==> src/rtl/alu_op_sequencer.sv <==
// alu_op_sequencer
//   Runs one ALU operation at a time: accept request, read operands from the
//   register file, drive the combinational ALU, write back the result and
//   latch the ALU flags into the PSR.
//
// Ports
//   clk, reset_n                 clock (rising edge), async active-low reset
//   req_valid/req_ready          request handshake
//   req_opcode/rdest/rsrc/imm    request fields; req_use_imm selects imm as B
//   rf_rd_addr_a/b, rf_rd_data_a/b   register-file read ports
//   rf_we, rf_wr_addr, rf_wr_data    register-file write port
//   alu_a/b/opcode/cin, alu_c/flags  ALU drive and combinational result
//   psr                          latched flags, ordered Z C F N L
//   busy, done                   op in flight / one-cycle completion pulse
module alu_op_sequencer #(
  parameter int DATA_W = 16,
  parameter int REG_AW = 4,
  parameter int FLAG_W = 5
) (
  input  logic              clk,
  input  logic              reset_n,
  input  logic              req_valid,
  output logic              req_ready,
  input  logic [7:0]        req_opcode,
  input  logic [REG_AW-1:0] req_rdest,
  input  logic [REG_AW-1:0] req_rsrc,
  input  logic [7:0]        req_imm,
  input  logic              req_use_imm,
  output logic [REG_AW-1:0] rf_rd_addr_a,
  output logic [REG_AW-1:0] rf_rd_addr_b,
  input  logic [DATA_W-1:0] rf_rd_data_a,
  input  logic [DATA_W-1:0] rf_rd_data_b,
  output logic              rf_we,
  output logic [REG_AW-1:0] rf_wr_addr,
  output logic [DATA_W-1:0] rf_wr_data,
  output logic [DATA_W-1:0] alu_a,
  output logic [DATA_W-1:0] alu_b,
  output logic [7:0]        alu_opcode,
  output logic              alu_cin,
  input  logic [DATA_W-1:0] alu_c,
  input  logic [FLAG_W-1:0] alu_flags,
  output logic [FLAG_W-1:0] psr,
  output logic              busy,
  output logic              done
);

  typedef enum logic [1:0] {IDLE, READ, EXEC, WB} state_t;

  state_t              state;
  logic [7:0]          op_p0;
  logic [REG_AW-1:0]   rdest_p0;
  logic [7:0]          imm_p0;
  logic                use_imm_p0;
  logic [FLAG_W-1:0]   flags_p2;
  logic                upd_psr_p2;
  logic                accept;

  // Signed immediate forms are ADDI, ADDCI, SUBI, CMPI; everything else
  // (ADDUI included) zero-extends.
  function automatic logic [DATA_W-1:0] ext_imm(input logic [7:0] op,
                                                 input logic [7:0] imm);
    logic sx;
    sx = (op[7:4] == 4'b0101) || (op[7:4] == 4'b0111) ||
         (op[7:4] == 4'b1001) || (op[7:4] == 4'b1011);
    return {{(DATA_W-8){sx & imm[7]}}, imm};
  endfunction

  // Compares and NOP never write the destination register.
  function automatic logic writes_back(input logic [7:0] op);
    return !((op == 8'h00) || (op == 8'h0B) || (op == 8'h0F) ||
             (op[7:4] == 4'b1011));
  endfunction

  assign req_ready = (state == IDLE) || (state == WB);
  assign accept    = req_valid && req_ready;

  always_ff @(posedge clk or negedge reset_n) begin
    if (!reset_n) begin
      state        <= IDLE;
      op_p0        <= '0;
      rdest_p0     <= '0;
      imm_p0       <= '0;
      use_imm_p0   <= 1'b0;
      flags_p2     <= '0;
      upd_psr_p2   <= 1'b0;
      rf_rd_addr_a <= '0;
      rf_rd_addr_b <= '0;
      rf_we        <= 1'b0;
      rf_wr_addr   <= '0;
      rf_wr_data   <= '0;
      alu_a        <= '0;
      alu_b        <= '0;
      alu_opcode   <= '0;
      alu_cin      <= 1'b0;
      psr          <= '0;
      busy         <= 1'b0;
      done         <= 1'b0;
    end else begin
      rf_we <= 1'b0;
      done  <= 1'b0;

      // Stage p0: request capture (IDLE or WB), read addresses launched
      if (accept) begin
        op_p0        <= req_opcode;
        rdest_p0     <= req_rdest;
        imm_p0       <= req_imm;
        use_imm_p0   <= req_use_imm;
        rf_rd_addr_a <= req_rdest;
        rf_rd_addr_b <= req_rsrc;
      end

      case (state)
        IDLE: begin
          if (accept) begin
            state <= READ;
            busy  <= 1'b1;
          end
        end
        // Stage p1: operands registered onto the ALU inputs
        READ: begin
          alu_a      <= rf_rd_data_a;
          alu_b      <= use_imm_p0 ? ext_imm(op_p0, imm_p0) : rf_rd_data_b;
          alu_opcode <= op_p0;
          alu_cin    <= psr[3];
          state      <= EXEC;
        end
        // Stage p2: ALU result and flags held for write-back
        EXEC: begin
          rf_wr_data <= alu_c;
          rf_wr_addr <= rdest_p0;
          flags_p2   <= alu_flags;
          upd_psr_p2 <= (op_p0 != 8'h00);
          rf_we      <= writes_back(op_p0);
          done       <= 1'b1;
          state      <= WB;
        end
        // Stage p3: write-back cycle; PSR committed at its closing edge
        WB: begin
          if (upd_psr_p2) psr <= flags_p2;
          if (accept) begin
            state <= READ;
          end else begin
            state <= IDLE;
            busy  <= 1'b0;
          end
        end
        default: state <= IDLE;
      endcase
    end
  end

endmodule

==> config.mk <==
export PLATFORM = sky130hd
export DESIGN_NAME = alu_op_sequencer
export DESIGN_NICKNAME = d
export VERILOG_FILES = /design/src/rtl/alu_op_sequencer.sv
export SDC_FILE = /design/constraint.sdc
export NUM_CORES = 1
export LEC_CHECK = 0
export ABC_AREA = 1
export BUFFER_PORTS_ARGS = -buffer_cell sky130_fd_sc_hd__clkbuf_2
export CAP_MARGIN = 20
export CORE_MARGIN = 8
export CORE_UTILIZATION = 50
export DETAILED_ROUTE_END_ITERATION = 8
export GPL_ROUTABILITY_DRIVEN = 1
export PLACE_DENSITY = 0.89
export SLEW_MARGIN = 40
export SYNTH_ARGS = -nofsm -noshare
export SYNTH_HDL_FRONTEND = slang
export SYNTH_SLANG_ARGS = --single-unit
==> constraint.sdc <==
create_clock -name clk -period 3.71 [get_ports clk]
set_clock_uncertainty 0.15 [all_clocks]
set_input_delay 0 -clock clk [delete_from_list [all_inputs] [get_ports clk]]
set_output_delay 0 -clock clk [all_outputs]
set_load 0.02 [all_outputs]
==> metrics.md <==
| Metric | Value |
|---|---|
| Largest fanout on the critical path | `29` |
| Initial core utilization | `0.503` |
| Pre-CTS WS | `1.42 ns` |
| I/O Pins | `159` |
| Die width | `106 µm` |
| FP Rows | `33` |
| Worst setup EP type | `flip-flop` |
| Reg2reg setup slack | `1.15 ns` |
| Total track usage | `0.226` |
| CTS sink cnt | `102` |
| Number of vias per cell | `4.99` |
| Worst Hold Class | `in -> async` |
| Max-slew violation count | `0` |
| Crit path largest cell delay | `0.55 ns` |
| Worst IR Drop VDD | `0.614 mV` |
| Clock Latency Late Sink | `0.37 ns` |
| Post_cts resized | `0` |
| R2r worst-path depth | `8` |
| Gr ovfl total | `0` |
| Final Hold Vio Count | `0` |
| Largest family of logic cells by synthesized area | `simple AND/OR/NAND/NOR gates` |
| GP Congestion | `0.769` |
| Max-cap violation count | `0` |
| Wire length per cell | `15.5 µm` |
| Root Driver | `clkbuf_8` |
| Post-Syn Instances | `454` |
| DRC violations left | `0` |
| Adder-Cell Fraction of Synth Area | `0.0155` |
| Synth cell types | `20` |
| Largest net degree at the start of global routing | `67` |
| WS Path Type | `reg -> reg` |
| Yosys top cell by area | `dfrtp_1` |
| Rel. slew slack | `0.542` |
| CTS tree | `done` |
| P&R area growth vs syn | `50.7%` |
| Core Area | `8050 µm²` |
| PortBufs | `158` |
| Worst slew pin tran | `0.686 ns` |
| Clk slew on worst S/H paths | `0.11 ns` |
| Initial DRT Pass Iterations | `5` |
| # setup viols final | `0` |
| Tmin final | `2.56 ns` |
| Final WL | `12,700 µm` |
| Total number of vias | `4,084` |
| RSZ-0062 raised after global routing | `false` |
| Achievable clock frequency | `390 MHz` |
| Total Power | `5.32 mW` |
| Warnings from Yosys | `0` |
| Status | `completed` |
| Synth Net Count | `540` |
| Antenna violations before repair | `0` |
| Ant. Diodes | `0` |
| Worst EP arrival | `2.71 ns` |
| Top cell type's share of synthesized area | `0.630` |
| Die ar. | `11,200 µm²` |
| FF+latch area | `2550 µm²` |
| CP required | `3.86 ns` |
| Num CTS Buffers | `9` |
| Post-Synth Simple-Gate Area | `0.244` |
| Number of global-route vias before repair | `4,313` |
| Slowest cell on the critical path | `dlygate4sd3_1` |
| Placed insts | `700` |
| Worst r2r src | `state[0]` |
| Compound-Gate Fraction of Synth Area | `0.0652` |
| Initial drt markers | `152` |
| Multi-input gate area | `1310 µm²` |
| Setup TNS | `0 ns` |
| Mux cell area share after synthesis | `0` |
| Syn avg cell area | `8.92 µm²` |
| FF+latch count, synth | `102` |
| Clock Path Buffers | `2` |
| Worst R2R End | `op_p0[7]` |
| DP HPWL | `7640 µm` |
| Die height | `106 µm` |
| Fin crit share | `0.691` |
| First-pass GRT wire length | `20,600 µm` |
| Post-DP Area | `4880 µm²` |
| Post-route cell area | `6100 µm²` |
| Fillers | `535` |
| Synth area leaders | `dfrtp_1 63%, nand2_1 21%, o21ai_0 3.8%, nor2_1 2.2%, a21oi_1 2.0%` |
| Final Non-Filler Cells | `818` |
| CP Cell Sequence | `inv_1, ha_1, inv_2, nand2_4, inv_2, nand2_1, nand2_1, dlygate4sd3_1` |
| Seq/Total Area, Yosys | `0.630` |
| P per Cell Area | `871 nW/µm²` |
| CP startpoint kind | `flip-flop` |
| H-tree levels | `3` |
| Nets | `794` |
| Fraction of layout cells with a size suffix above 1 | `0.257` |
| Routed Antenna Nets | `0` |
| Xor/xnor cell area share of the yosys netlist | `0` |
| Syn Std Cell Area | `4050 µm²` |
| Post-route setup slack | `1.15 ns` |
| Lkg Pwr | `3.35 nW` |
-- synth_stat cells --
| cell | count |
|---|---|
| nand2_1 | 230 |
| dfrtp_1 | 102 |
| o21ai_0 | 31 |
| nor2_1 | 24 |
| a21oi_1 | 16 |
| buf_2 | 15 |
| inv_1 | 12 |
| ha_1 | 5 |
| buf_6 | 3 |
| inv_2 | 3 |
| o21ai_1 | 3 |
| nand3_1 | 2 |
| a31oi_1 | 1 |
| buf_4 | 1 |
| clkbuf_1 | 1 |
| inv_4 | 1 |
| nand2_2 | 1 |
| nand2_4 | 1 |
| nand4_1 | 1 |
| o31ai_1 | 1 |
-- kinds of logic (layout without fill, tap and decap cells) --
group | Yosys count | in the layout
flops | 102 | 102
compound gates | 52 | 52
fa+ha+maj | 5 | 5
buf+inv | 36 | 295
simple gates | 259 | 259
-- metrics by stage --
step / hold WS, ns / util
after floorplan: -0.446 / -
after global placement: -0.0156 / 0.606
after detailed placement: -0.00376 / 0.606
after CTS: 0.134 / 0.757
after global routing: 0.0877 / 0.758
final: 0.0229 / 0.758
-- routing by layer --
layer | global-route usage | wire, µm | share of wire
met3 | 0.0532 | 849 | 0.067
met5 | 0 | 0 | 0
met2 | 0.399 | 6600 | 0.52
met4 | 0.114 | 494 | 0.039
met1 | 0.249 | 4760 | 0.37
-- cell type report --
cell class                 count  area share
clock buffer                   9      0.0203
timing repair buffer         263       0.302
clock inverter                 7      0.0127
multi-input combinational    316       0.215
inverter                      16      0.0103
tap                          105      0.0215
sequential                   102       0.418
-- state kept, by name, indices dropped and copies added, names as in the netlist, 5 cells and up --
register    cells
flags_p2        5
op_p0           8
alu_a          16
imm_p0          8
alu_opcode      8
rf_wr_data     16
alu_b          16
psr             5
-- cells in the final DEF (no fill, tap or decap), types with 2 or more instances in the layout --
cell,Yosys,routed
inv_1,12,12
o21ai_0,31,31
ha_1,5,5
buf_4,1,3
o21ai_1,3,3
inv_6,0,2
a21oi_1,16,16
nand2_1,230,230
dfrtp_1,102,102
clkbuf_8,0,9
inv_2,3,3
clkbuf_2,0,157
nand3_1,2,2
nor2_1,24,24
clkinv_8,0,2
dlygate4sd3_1,0,102
-- worst max-delay path: cells and delay by family (launching register included) --
| family | cells | cell delay [ns] |
|---|---|---|
| buffers and inverters | 4 | 1.18 |
| flip-flops | 1 | 0.43 |
| AND/OR/NAND/NOR | 3 | 0.42 |
| adder cells (fa/ha/maj) | 1 | 0.33 |
-- worst max path at each step --
stage / cells past startpoint / startpoint / slack (ns) / end
final: 8 / state[0] / 1.15 / op_p0[7]
after global routing: 8 / state[0] / 0.98 / imm_p0[3]
after CTS: 8 / state[0] / 1.17 / op_p0[7]
after detailed placement: 5 / state[1] / 1.42 / alu_b[11]
after global placement: 5 / state[1] / 1.60 / alu_b[14]
after floorplan: 9 / state[0] / 2.14 / rdest_p0[1]
-- repair_timing --
item	in CTS	in global routing
setup endpoints to repair	0	0
hold buffers	102	0
hold endpoints to repair	144	0
buffers inserted	0	0
-- power breakdown --
| group | total (mW) | internal, mW | switching [mW] |
|---|---|---|---|
| sequential | 2.00 | 1.66 | 0.340 |
| combinational | 2.63 | 0.945 | 1.69 |
| clock | 0.691 | 0.266 | 0.425 |
| total | 5.32 | 2.87 | 2.45 |
Power figures use the tool's default switching activity.
